**config.mk**
```make
export PLATFORM = sky130hd
export DESIGN_NAME = uart_debug_feeder
export DESIGN_NICKNAME = d
export VERILOG_FILES = /design/src/rtl/uart_debug_feeder.sv
export SDC_FILE = /design/constraint.sdc
export NUM_CORES = 1
export LEC_CHECK = 0
export ABC_AREA = 1
export BUFFER_PORTS_ARGS = -buffer_cell sky130_fd_sc_hd__clkbuf_2
export CAP_MARGIN = 5
export CORE_ASPECT_RATIO = 1.25
export CORE_MARGIN = 2
export CORE_UTILIZATION = 30
export CTS_BUF_LIST = sky130_fd_sc_hd__clkbuf_2 sky130_fd_sc_hd__clkbuf_4 sky130_fd_sc_hd__clkbuf_8
export CTS_CLUSTER_SIZE = 8
export DETAILED_ROUTE_END_ITERATION = 16
export PLACE_DENSITY_LB_ADDON = 0.15
export RECOVER_POWER = 50
export SLEW_MARGIN = 15
export SYNTH_ARGS = -nofsm -noshare
export SYNTH_HDL_FRONTEND = slang
export SYNTH_SLANG_ARGS = --single-unit
```
**constraint.sdc**
```tcl
create_clock -name clk -period 1.81 [get_ports clk]
set_input_delay 0.181 -clock clk [delete_from_list [all_inputs] [get_ports clk]]
set_output_delay 0.181 -clock clk [all_outputs]
set_load 0.01 [all_outputs]
```
**src/rtl/uart_debug_feeder.sv**
```systemverilog
// uart_debug_feeder: buffers 16-bit debug words in a small FIFO and paces them
// into the debug UART transmitter. The transmitter has no ready output, so the
// feeder times each frame itself and only issues a start once the previous
// frame plus the idle gap has fully elapsed.
module uart_debug_feeder #(
  parameter int DEPTH      = 16,
  parameter int BAUD_DIV   = 434,
  parameter int FRAME_BITS = 18,
  parameter int GAP_BITS   = 1
) (
  input  logic                     clk,
  input  logic                     rst,
  input  logic                     in_valid,
  input  logic [15:0]              in_data,
  output logic                     in_ready,
  input  logic                     clr_ovf,
  output logic [15:0]              tx_data,
  output logic                     tx_start,
  output logic                     busy,
  output logic [$clog2(DEPTH):0]   level,
  output logic                     overflow
);

  localparam int FRAME_CYCLES = (FRAME_BITS + GAP_BITS) * BAUD_DIV;
  localparam int TW           = $clog2(FRAME_CYCLES);
  localparam int AW           = $clog2(DEPTH);
  localparam int LW           = AW + 1;

  typedef enum logic [1:0] {IDLE, ISSUE, WAIT} state_t;

  state_t          state;
  logic [TW-1:0]   timer;
  logic [15:0]     mem [DEPTH];
  logic [AW-1:0]   wr_ptr, rd_ptr;
  logic            push, pop;

  assign in_ready = (level != LW'(DEPTH));
  assign push     = in_valid && in_ready;
  // The head is consumed at the end of the ISSUE cycle; tx_data was already
  // captured from it on the edge that entered ISSUE.
  assign pop      = (state == ISSUE);

  // Word storage; not reset, pointers define what is valid.
  always_ff @(posedge clk) begin
    if (push && !rst) mem[wr_ptr] <= in_data;
  end

  // Pointers, occupancy and the sticky overflow flag.
  always_ff @(posedge clk) begin
    if (rst) begin
      wr_ptr   <= '0;
      rd_ptr   <= '0;
      level    <= '0;
      overflow <= 1'b0;
    end else begin
      if (push) wr_ptr <= wr_ptr + 1'b1;
      if (pop)  rd_ptr <= rd_ptr + 1'b1;
      case ({push, pop})
        2'b10:   level <= level + 1'b1;
        2'b01:   level <= level - 1'b1;
        default: ;
      endcase
      // A new overflow beats a simultaneous clear.
      if (in_valid && !in_ready) overflow <= 1'b1;
      else if (clr_ovf)          overflow <= 1'b0;
    end
  end

  // Pacing controller: issue one word, then hold off for the rest of the frame.
  always_ff @(posedge clk) begin
    if (rst) begin
      state    <= IDLE;
      timer    <= '0;
      tx_start <= 1'b0;
      tx_data  <= '0;
      busy     <= 1'b0;
    end else begin
      tx_start <= 1'b0;
      case (state)
        IDLE: begin
          if (level != '0) begin
            state    <= ISSUE;
            tx_start <= 1'b1;
            tx_data  <= mem[rd_ptr];
            busy     <= 1'b1;
          end
        end
        ISSUE: begin
          // ISSUE itself is one of the frame's cycles, and the timer's zero
          // cycle is another, hence the -2.
          state <= WAIT;
          timer <= TW'(FRAME_CYCLES - 2);
        end
        WAIT: begin
          if (timer != '0) begin
            timer <= timer - 1'b1;
          end else if (level != '0) begin
            state    <= ISSUE;
            tx_start <= 1'b1;
            tx_data  <= mem[rd_ptr];
          end else begin
            state <= IDLE;
            busy  <= 1'b0;
          end
        end
        default: begin
          state <= IDLE;
          busy  <= 1'b0;
        end
      endcase
    end
  end

endmodule

```
; Word level (Yosys, flattened, before mapping)
; Memory sizes are Yosys's and may differ from the RTL's. A register that Yosys moved wholly into a read port is not among the register bits.
; Index checks and enable logic that the tools add are counted.
[totals]
ramBits = 256
regBits = 48
output_inout_bits = 25
in_bits = 20
n_memories = 1
elab_cells = 64
[classes]
n_reduce_logical = 16
n_addsub = 5
n_eq_ne = 9
bitwise = 1
mux = 23
[mem_list]
columns = name, words, width, rd, rd_clocked_by_memory_dff, write_ports, line
row1 = mem, 16, 16, 1, 1, 1, 33  ; logic [15:0] mem [DEPTH];
[ops]
columns = cell, count
row1 = 2-to-1 mux 16 bit, 2
row2 = one-hot mux 16 bit (2 select lines), 1
row3 = one-hot mux 14 bit (2 select lines), 1
row4 = 2-to-1 mux 14 bit, 1
row5 = nonzero test 14 bit, 1
row6 = "subtractor 14 x 1 -> 14 bit, second input constant", 1
row7 = 2-to-1 mux 1 bit, 10
row8 = one-hot mux 5 bit (2 select lines), 1
row9 = "adder 4 x 1 -> 4 bit, second input constant", 2
row10 = 2-to-1 mux 4 bit, 2
row11 = "inequality test 2 bit, second input constant", 4
row12 = nonzero test 2 bit, 4
row13 = one-hot mux 2 bit (3 select lines), 1
row14 = AND reduction 2 bit, 3
row15 = "adder 5 x 1 -> 5 bit, second input constant", 1
row16 = "inequality test 5 bit, second input constant", 1
row17 = nonzero test 5 bit, 1
row18 = "subtractor 5 x 1 -> 5 bit, second input constant", 1
row19 = "== test 2 x 1 -> 1 bit, second input constant", 2
row20 = "== test 2 bit, second input constant", 2
row21 = 2-to-1 mux 2 bit, 2
row22 = AND reduction 4 bit, 1
row23 = logical AND 1 bit, 3
row24 = one-hot mux 1 bit (3 select lines), 1
row25 = other kinds (4), 5

; Depth between registers and ports, before layout
; Gate-level depths: netlist of run 1.
[logic_depth]
depth_word = 5
mapped_depth = 14
ltp_nobuf = 14

; Worst setup path before layout of run 1
; No wires, ideal clock.
[synth_timing]
path_type = register to register
from = register level[1]
to = memory mem[10][0] (enable)
arrival_ns = 1.754
stages_incl_launch_ff = 7
t_required_ns = 1.422
period_less_slack_ns = 2.142
n_path_buf = 0
setup_ns = 0.388
setup_slack_ns = -0.332
path_cell_list = dfxtp_1 inv_1 nand4_1 nand2_2 nor2_1 nand2_1 nor2_1
[synth_via]
elab_chain_cells = 5
[synth_rtl]
columns = element, line
row1 = start: declaration, 20  ; output logic [$clog2(DEPTH):0] level,
row2 = start signal: assignment, 59  ; 2'b10: level <= level + 1'b1;
row3 = start signal: assignment, 60  ; 2'b01: level <= level - 1'b1;
row4 = inequality test 5 bit, 37  ; assign in_ready = (level != LW'(DEPTH));
row5 = net in_ready, 15  ; output logic in_ready,
row6 = logical AND 1 bit, 38  ; assign push = in_valid && in_ready;
row7 = logical AND 1 bit, 45  ; if (push && !rst) mem[wr_ptr] <= in_data;
row8 = 2-to-1 mux 1 bit, 45
row9 = 2-to-1 mux 1 bit (implied by the code), 45
row10 = end: declaration, 33
; The timed path passes the listed nets, and every way through them passes these cells.

; Worst setup path in the final report of run 1
[layout_timing]
from = register level[0]
to = register level[4]
[layout_via]
elab_chain_cells = 4
word_cells_on_any_way = 8
classes_between = 2 x add/sub / 3 x eq/ne / 1 x mux / 2 x reduce/logical
[layout_rtl]
columns = element
row1 = branches (longest 4 deep; another with subtractor 5 x 1 -> 5 bit)
; Several ways; the timed one is not identified.
; A chain may end at the register's enable or synchronous reset.

==> results of run 1 <==
-- worst register-to-register path, delay by kind of cell (launching register included) --
family | cells | cell delay (ps)
buffers and inverters | 3 | 270
adder cells (fa/ha/maj) | 2 | 470
AND/OR/NAND/NOR | 7 | 450
flip-flops | 1 | 350
AO/OA/AOI/OAI | 2 | 250
-- cells by family (layout without fill, tap and decap cells) --
group           after synthesis  in the layout
buf+inv                     121            257
xor+xnor                      8              8
fa+ha+maj                    11             11
simple gates                728            728
compound gates              101            101
flops                       308            308
-- per-layer routing --
| metal | routed length (um) | up-vias | GRT usage |
|---|---|---|---|
| met5 | 0 | - | 0 |
| met4 | 822 | 0 | 0.04604 |
| met3 | 1243 | 66 | 0.02446 |
| met2 | 16940 | 156 | 0.2629 |
| met1 | 15850 | 4355 | 0.1996 |
| li1 | - | 4455 | - |
-- state kept, by name, indices dropped and copies added (netlist names), named ones only --
register,count
timer,14
mem,256
overflow,1
tx_start,1
state,2
busy,1
tx_data,16
rd_ptr,4
wr_ptr,4
level,5
-- power groups by stage --
stage	clock [W]	sequential, W	combinational [W]
after floorplan	0	0.00857	0.00480
after global placement	0	0.00854	0.00717
after detailed placement	0	0.00854	0.00721
after CTS	0.00649	0.00840	0.00727
after global routing	0.00676	0.00849	0.00844
final	0.00626	0.00844	0.00740
-- synthesized netlist by cell type (all sizes together) (2+ instances only) --
library cell / n / area share
nand4: 2 / 0.00096
or2: 4 / 0.0019
edfxtp: 256 / 0.59
nand3b: 2 / 0.0012
dfxtp: 52 / 0.080
a21oi: 25 / 0.011
o21ai: 72 / 0.028
nor2: 224 / 0.067
nand2: 372 / 0.11
xor2: 8 / 0.0054
ha: 11 / 0.011
inv: 59 / 0.017
buf: 43 / 0.019
nand3: 121 / 0.048
clkbuf: 19 / 0.0055
-- per-stage QoR --
stage,power [W],cell area (sq um),TNS [ps],util
global placement,0.01570,14350,-450.5,0.3349
CTS,0.02216,15440,-259.5,0.3602
floorplan,0.01337,13060,-17070,-
finish,0.02210,15620,-67.17,0.3645
detailed placement,0.01575,14350,-629.2,0.3349
global route,0.02369,15620,-4101,0.3645
-- final timing paths --
| check | startpoint | to | cells after the start |
|---|---|---|---|
| max | level[0]$_SDFFE_PP0P_ | level[4]$_SDFFE_PP0P_ | 14 |
| min | in_valid | wr_ptr[0]$_SDFFE_PP0P_ | 4 |
| max reg2reg | level[0]$_SDFFE_PP0P_ | level[4]$_SDFFE_PP0P_ | 14 |
| min reg2reg | timer[0]$_SDFFE_PP0P_ | timer[0]$_SDFFE_PP0P_ | 1 |
-- cell type report --
| cell class | count | area [sq um] |
|---|---|---|
| clock buffers | 74 | 893.4 |
| repair buffers | 103 | 1028 |
| fillers | 4306 | 27240 |
| clock inverters | 21 | 145.1 |
| multi-input cells | 848 | 3880 |
| well taps | 565 | 706.9 |
| inverters | 59 | 226.5 |
| flip-flops and latches | 308 | 8743 |
-- timing repair --
| item | CTS | global route |
|---|---|---|
| cloned | 0 | 3 |
| gates resized for setup | 2 | 28 |
| setup buffers | 1 | 2 |
| setup endpoints to repair | 20 | 270 |
| hold buffers | 3 | 0 |
| pin swaps | 3 | 13 |
| hold endpoints to repair | 4 | 0 |
==> flow_metrics.tcl, run 1 <==
set metrics [dict create \
    synth.cell_area_sq_um 12980 \
    cpPeakStageDelay_ps 350 \
    cts.clk_slew.worst_paths_ps 60 \
    dieHeight_um 236.6 \
    arrival_ps 2390 \
    seqPwrFrac 0.382 \
    wire_per_inst_um 17.62 \
    drive_gt1_frac 0.1607 \
    cp-end-kind "flip-flop" \
    hp-class "input port to flip-flop" \
    synth_seq_cells 308 \
    grt_start_max_net_pins 68 \
    period_needed_ps 1853 \
    power_density_nw_per_um2 1415 \
    crit_path_frequent_cell "nand2_1" \
    min_period_over_period 1.024 \
    antenna_left 0 \
    row_count 85 \
    crit_chain "nor2_4 > nand4_1 > nand2_2 > ha_4 > buf_4 > ha_4 > inv_1 > o21bai_1 > inv_1 > nand2_1 > nand2_1 > nand2_1 > nand2_1 > a21oi_1" \
    syn-num-nets 1308 \
    final-setup-viol-count 2 \
    cts_tree "yes" \
    p_int_w 0.01415 \
    synth_top_flop_cell "edfxtp_1" \
    fp.coreArea_sq_um 42860 \
    maxSlewViolCount 0 \
    clock-sinks 308 \
    io_buffers 44 \
    synthXorXnorAreaFrac 0.005398 \
    drc 0 \
    max-vdd-ir-drop_v 0.0006154 \
    finalHoldViolCount 0 \
    synth_adder_area_share 0.01060 \
    synthCells 1277 \
    cp_slowest_cell "dfxtp_2" \
    layout_common_cells "nand2_1, edfxtp_1, nor2_1" \
    dr.pass1.iters 4 \
    grt_first_pass_wirelength_um 52600 \
    holdWs_ps 79.65 \
    drv_cap 0 \
    globalplace.congestion 0.7567 \
    cp_max_fo 3 \
    skew_ps 34.45 \
    die_w_um 190.0 \
    seq_area_frac_synth 0.6725 \
    yosysUniqueCellTypes 34 \
    ys_async_sr_fraction 0 \
    muxShareOfSynthArea 0 \
    vias 9032 \
    ys_warn_count 0 \
    pwr-share-comb 0.335 \
    layout_commonest_cell "nand2_1" \
    h-tree-depth 2 \
    clk-insertion-delay-late_ps 610 \
    dp_hpwl_um 20430 \
    avgSynthCellArea_sq_um 10.16 \
    reg2reg_slack_ps -40 \
    dp_slack_ps -68.25 \
    worst-path-buf-inv 3 \
    relSlewSlack 0.3807 \
    setup.worst_path.start_class "flip-flop" \
    setup.worst_path.class "flip-flop to flip-flop" \
    grt-ovfl-total 0 \
    synth-simple-area-share 0.2296 \
    dr.first_iter.drc_count 515 \
    violations "negative setup slack" \
    drt_wl_total_um 34860 \
    clk_path_buf_depth 3 \
    num-nets-final 1403 \
    synth_top_family_by_area "simple AND/OR/NAND/NOR gates" \
    area_growth_pct 20.37 \
    synth_compound_area_frac 0.04049 \
    cts_root_buf "clkbuf_8" \
    io_pins 45 \
    grt_antenna_before_repair 1 \
    tightest_slew_ps 928.9 \
    cp_top_family "adder cells" \
    leakage_nw 5.967 \
    synth-edff-count 256 \
    dp.cells 1874 \
    fmax_ghz 0.5398 \
    status "finished, violations left" \
    start_util 0.3028 \
    switching_power_w 0.007951 \
    via_per_inst 4.566 \
    n_antenna_cell 0 \
    pwr-share-clk 0.283 \
    first_global_vias 8988 \
    cts_made_buffers 52 \
    swShare 0.3597 \
    cp_data_required_time_ps 2350 \
    instances_no_fill 1978 \
    rsz0062_at_grt "true" \
    grtUsageTotal 0.1536 \
    dieArea_sq_um 44960 \
    setup_ws_ps -42.62 \
]
(Power assumes the default switching activity.)
==> inputs of run 2 (changes only) <==
--- a/config.mk
+++ b/config.mk
@@ -6,11 +6,11 @@
 export NUM_CORES = 1
 export LEC_CHECK = 0
 export ABC_AREA = 1
-export BUFFER_PORTS_ARGS = -buffer_cell sky130_fd_sc_hd__clkbuf_2
+export BUFFER_PORTS_ARGS = -buffer_cell sky130_fd_sc_hd__buf_2
 export CAP_MARGIN = 5
 export CORE_ASPECT_RATIO = 1.25
-export CORE_MARGIN = 2
-export CORE_UTILIZATION = 30
+export CORE_MARGIN = 3
+export CORE_UTILIZATION = 58
 export CTS_BUF_LIST = sky130_fd_sc_hd__clkbuf_2 sky130_fd_sc_hd__clkbuf_4 sky130_fd_sc_hd__clkbuf_8
 export CTS_CLUSTER_SIZE = 8
 export DETAILED_ROUTE_END_ITERATION = 16
==> run 2 against run 1 <==
Routed wire length shrank 12%. The flow still finishes with violations (negative setup slack). Final area is 3.7% lower. Global-route usage grew 10 points. Maximum frequency down 1.1%. Highest routed layer unchanged. Largest power group unchanged. Non-clock buffer count is 13 higher. Sequential cell count unchanged. Clock skew fell by 20 ps. Clock-buffer cell count up 3. Register-to-register slack got worse by 20 ps. Sequential power about the same.
==> flow_metrics.tcl, run 2 (synthesis results as in run 1) <==
set metrics [dict create \
    status "finished, violations left" \
    violations "negative setup slack" \
    skew_ps 14.01 \
    n_antenna_cell 0 \
    first_global_vias 9282 \
    clk-insertion-delay-late_ps 550 \
    area_growth_pct 15.92 \
    largest_reg_flops 256 \
    dieHeight_um 173.3 \
    vias 9310 \
    final-setup-viol-count 3 \
    layout_common_cells "nand2_1, edfxtp_1, nor2_1" \
    via_per_inst 5.499 \
    r2r_cells 14 \
    dp_slack_ps -38.31 \
    layout_commonest_cell "nand2_1" \
    cts_root_buf "clkbuf_8" \
    maxSlewViolCount 0 \
    setup.worst_path.class "flip-flop to flip-flop" \
    grt_antenna_before_repair 0 \
    row_count 60 \
    cts.clk_slew.worst_paths_ps 60 \
    drt_wl_total_um 30790 \
    reg_top3 "mem x256, tx_data x16, timer x14" \
    cp_data_required_time_ps 2290 \
    grt_first_pass_wirelength_um 48980 \
    max-vdd-ir-drop_v 0.001112 \
    relSlewSlack 0.3627 \
    antenna_left 0 \
    die_w_um 139.8 \
    instances_no_fill 1693 \
    fmax_ghz 0.5340 \
    grt_start_max_net_pins 72 \
    finalHoldViolCount 0 \
    min_path_cells 1 \
    clock-sinks 308 \
    drv_cap 0 \
    grtUsageTotal 0.2563 \
    io_pins 45 \
    crit_chain "nor2_4 > nand4_1 > nand2_2 > ha_4 > xor2_2 > ha_2 > inv_2 > nand2_2 > nand3_2 > nand2_1 > nand2_1 > nand2_1 > nand2_1 > a21oi_1" \
    start_util 0.5962 \
    cp_max_fo 3 \
    leakage_nw 5.918 \
    hp-class "input port to flip-flop" \
    drc 0 \
    dr.pass1.iters 7 \
    grt-ovfl-total 0 \
    globalplace.congestion 0.8631 \
    min_period_over_period 1.035 \
    period_needed_ps 1873 \
    setup.worst_path.start_class "flip-flop" \
    largest_register "mem" \
    num-nets-final 1411 \
    dp_hpwl_um 19820 \
    dieArea_sq_um 24220 \
    arrival_ps 2350 \
    dr.first_iter.drc_count 835 \
    setup_ws_ps -62.51 \
    drive_gt1_frac 0.1676 \
    crit_path_frequent_cell "nand2_1" \
    cts_made_buffers 47 \
    cpPeakStageDelay_ps 330 \
    h-tree-depth 2 \
    cp_slowest_cell "dfxtp_2" \
    rsz0062_at_grt "true" \
    dp.cells 1605 \
    power_density_nw_per_um2 1405 \
    cts_tree "yes" \
    io_buffers 44 \
    cp-end-kind "flip-flop" \
    fp.coreArea_sq_um 21770 \
    clk_path_buf_depth 3 \
    wire_per_inst_um 18.18 \
    tightest_slew_ps 956.0 \
]
## run 2: critical path, delay by kind of cell (launching register included)
kind,cells,cell delay (ps)
compound gates,1,120
xor+xnor,1,160
fa+ha+maj,2,360
buf+inv,1,30
flops,1,330
simple gates,9,800
## run 2: final cells by class
| class | count | area [sq um] |
|---|---|---|
| Clock buffer | 77 | 890.9 |
| Clock inverter | 6 | 35.03 |
| Fill cell | 1653 | 6724 |
| Inverter | 59 | 222.7 |
| Multi-Input combinational cell | 848 | 3846 |
| Sequential cell | 308 | 8743 |
| Tap cell | 279 | 349.1 |
| Timing Repair Buffer | 116 | 959.7 |
## run 2: worst paths after layout
check / to / slack, ps / startpoint
hold reg to reg: timer[0]$_SDFFE_PP0P_ / 440 / timer[0]$_SDFFE_PP0P_
setup / recovery: level[4]$_SDFFE_PP0P_ / -60 / level[0]$_SDFFE_PP0P_
hold / removal: mem[11][3]$_DFFE_PP_ / 90 / in_data[3]
setup reg to reg: level[4]$_SDFFE_PP0P_ / -60 / level[0]$_SDFFE_PP0P_
## run 2: what timing repair did
item | CTS | global route
endpoints found under the hold margin | 1 | 0
hold buffers | 2 | 0
resized for setup | 3 | 22
pin swaps | 4 | 11
setup buffers | 2 | 2
endpoints found under the setup margin | 2 | 256
## run 2: power breakdown
| group | total (W) | internal [W] | leakage [nW] | switching, W |
|---|---|---|---|---|
| Combinational | 0.00710 | 0.00249 | 2.69 | 0.00461 |
| Sequential | 0.00844 | 0.00812 | 2.74 | 0.000320 |
| Clock | 0.00561 | 0.00309 | 0.491 | 0.00252 |
## run 2: metal layers
layer,up-vias,GRT usage,routed length [um]
li1,4472,-,-
met1,4430,0.3444,12770
met2,343,0.4248,15060
met3,65,0.03670,1896
met4,0,0.1026,1061
met5,-,0,0
## run 2: through the flow
stage                       util  hold WS, ps  total power (W)  instance area [sq um]  TNS (ps)
after floorplan                -        279.9          0.01337                  13060    -17070
after global placement    0.6435        413.1          0.01537                  14010         0
after detailed placement  0.6435        426.3          0.01551                  14010    -73.11
after CTS                 0.6876        5.924          0.02113                  14970    -41.05
after global routing      0.6911        73.82          0.02253                  15050     -4976
final                     0.6911        90.07          0.02114                  15050    -118.9
==> inputs of run 3 (changes only) <==
--- a/config.mk
+++ b/config.mk
@@ -10,7 +10,7 @@
 export CAP_MARGIN = 5
 export CORE_ASPECT_RATIO = 1.25
 export CORE_MARGIN = 3
-export CORE_UTILIZATION = 58
+export CORE_UTILIZATION = 61
 export CTS_BUF_LIST = sky130_fd_sc_hd__clkbuf_2 sky130_fd_sc_hd__clkbuf_4 sky130_fd_sc_hd__clkbuf_8
 export CTS_CLUSTER_SIZE = 8
 export DETAILED_ROUTE_END_ITERATION = 16
==> constraint.sdc (replaced) <==
create_clock -name clk -period 1.9 [get_ports clk]
set_input_delay 0.19 -clock clk [delete_from_list [all_inputs] [get_ports clk]]
set_output_delay 0.19 -clock clk [all_outputs]
set_load 0.01 [all_outputs]
==> run 3 against run 2 <==
The flow now finishes without violations. First-iteration DRC count down 3.7%. Combinational power decreased by 7.6%. Sequential share of layout area increased by 0.32 points. Register-to-register slack improved by 70 ps. Final area down 0.55%. Via count decreased by 1.4%. Critical path type unchanged.
==> flow_metrics.tcl, run 3 (synthesis results as in run 1) <==
set metrics [dict create \
    h-tree-depth 2 \
    arrival_ps 2370 \
    first_global_vias 8857 \
    cts.clk_slew.worst_paths_ps 60 \
    num-nets-final 1403 \
    clk-insertion-delay-late_ps 550 \
    top_usage_layer "met2" \
    grt_first_pass_wirelength_um 46300 \
    cts_made_buffers 46 \
    final-setup-viol-count 0 \
    grtUsageMet2 0.4273 \
    antenna_left 0 \
    leakage_nw 5.892 \
    grt_start_max_net_pins 73 \
    layout_commonest_cell "nand2_1" \
    n_antenna_cell 0 \
    via_per_inst 5.452 \
    fp.coreArea_sq_um 20890 \
    dieArea_sq_um 23080 \
    relSlewSlack 0.4350 \
    start_util 0.6213 \
    max-vdd-ir-drop_v 0.001132 \
    dr.first_iter.drc_count 804 \
    power_density_nw_per_um2 1337 \
    maxSlewViolCount 0 \
    skew_ps 15.13 \
    cp-end-kind "flip-flop" \
    wire_per_inst_um 17.65 \
    use_met1 0.3602 \
    row_count 59 \
    dp.cells 1591 \
    io_pins 45 \
    cts_tree "yes" \
    io_buffers 44 \
    status "complete, no violations" \
    grt_antenna_before_repair 0 \
    cp_max_fo 3 \
    drt_wl_total_um 29710 \
    area_growth_pct 15.29 \
    setup.worst_path.start_class "flip-flop" \
    hp-class "input port to flip-flop" \
    min_period_over_period 0.9953 \
    layout_common_cells "nand2_1, edfxtp_1, nor2_1" \
    die_w_um 136.5 \
    largest_reg_flops 256 \
    grtUsageTotal 0.2612 \
    instances_no_fill 1683 \
    dieHeight_um 169.1 \
    drive_gt1_frac 0.1604 \
    vias 9176 \
    finalHoldViolCount 0 \
    grt-ovfl-total 0 \
    fmax_ghz 0.5288 \
    cts_root_buf "clkbuf_8" \
    drc 0 \
    holdWs_ps 130.3 \
    globalplace.congestion 0.8959 \
    setup.worst_path.class "flip-flop to flip-flop" \
    clock-sinks 308 \
    reg_top3 "mem x256, tx_data x16, timer x14" \
    tightest_slew_ps 847.5 \
    clk_path_buf_depth 3 \
    dp_hpwl_um 17950 \
    dr.pass1.iters 5 \
    period_needed_ps 1891 \
    rsz0062_at_grt "true" \
    cp_data_required_time_ps 2380 \
    grtUsageMet3 0.03924 \
    largest_register "mem" \
    drv_cap 0 \
]
[run 3: cell types whose count changed in the layout (fill, tap and decap cells not counted), moves of 3 or more]
cell and change:
buf_6 -4, inv_1 +4, nor2_2 +3, inv_2 -4, nor2_4 -4, clkbuf_4 +6, buf_4 -3
[run 3: final timing paths]
path | start | end | cells after the start | slack (ps)
worst max register to register | level[1]$_SDFFE_PP0P_ | level[4]$_SDFFE_PP0P_ | 14 | 9
worst min-delay path | in_valid | wr_ptr[1]$_SDFFE_PP0P_ | 4 | 130
worst max-delay path | level[1]$_SDFFE_PP0P_ | level[4]$_SDFFE_PP0P_ | 14 | 9
worst min register to register | timer[0]$_SDFFE_PP0P_ | timer[0]$_SDFFE_PP0P_ | 1 | 440
[run 3: final cells by class]
cell class | count | area (sq um)
fillers | 1519 | 5927
multi-input cells | 848 | 3835
well taps | 274 | 342.8
clock inverters | 2 | 11.26
repair buffers | 109 | 873.3
clock buffers | 83 | 935.9
inverters | 59 | 222.7
flip-flops and latches | 308 | 8743
[run 3: timing repair]
action	4_1_cts	5_1_grt
setup buffers	1	2
gates resized for setup	2	19
pin swaps	2	11
setup endpoints to repair	1	29
hold endpoints to repair	10	0
hold buffers	4	0
[run 3: power by group]
part	internal (W)	switching [W]
sequential	0.00773	0.000281
clock	0.00306	0.00237
combinational	0.00227	0.00429
total	0.0131	0.00694
[run 3: worst max-delay path, cell delays in order (launching register included)]
cell	delay, ps
dfxtp_2	330
inv_1	50
nand4_1	140
nand2_2	110
ha_4	180
buf_4	150
ha_4	280
inv_1	50
o21bai_1	120
inv_1	80
nand2_2	60
nand2_2	50
nand2_1	50
nand2_1	60
a21oi_2	130
[run 3: stage by stage]
step / util / setup slack, ps / instance area (sq um) / TNS, ps / power (W)
6_report: 0.7163 / 8.887 / 14960 / 0 / 0.02000
5_1_grt: 0.7163 / -96.16 / 14960 / -105.5 / 0.02132
4_1_cts: 0.7126 / 1.190 / 14890 / 0 / 0.01998
3_5_place_dp: 0.6643 / 7.605 / 13880 / 0 / 0.01454
3_3_place_gp: 0.6643 / 63.95 / 13880 / 0 / 0.01440
2_1_floorplan: - / -185.1 / 13000 / -32630 / 0.01270
[run 3: routing by layer]
metal	vias to the layer above	wire length, um
li1	4447	-
met1	4305	12040
met2	366	14720
met3	58	2168
met4	0	776
met5	-	0
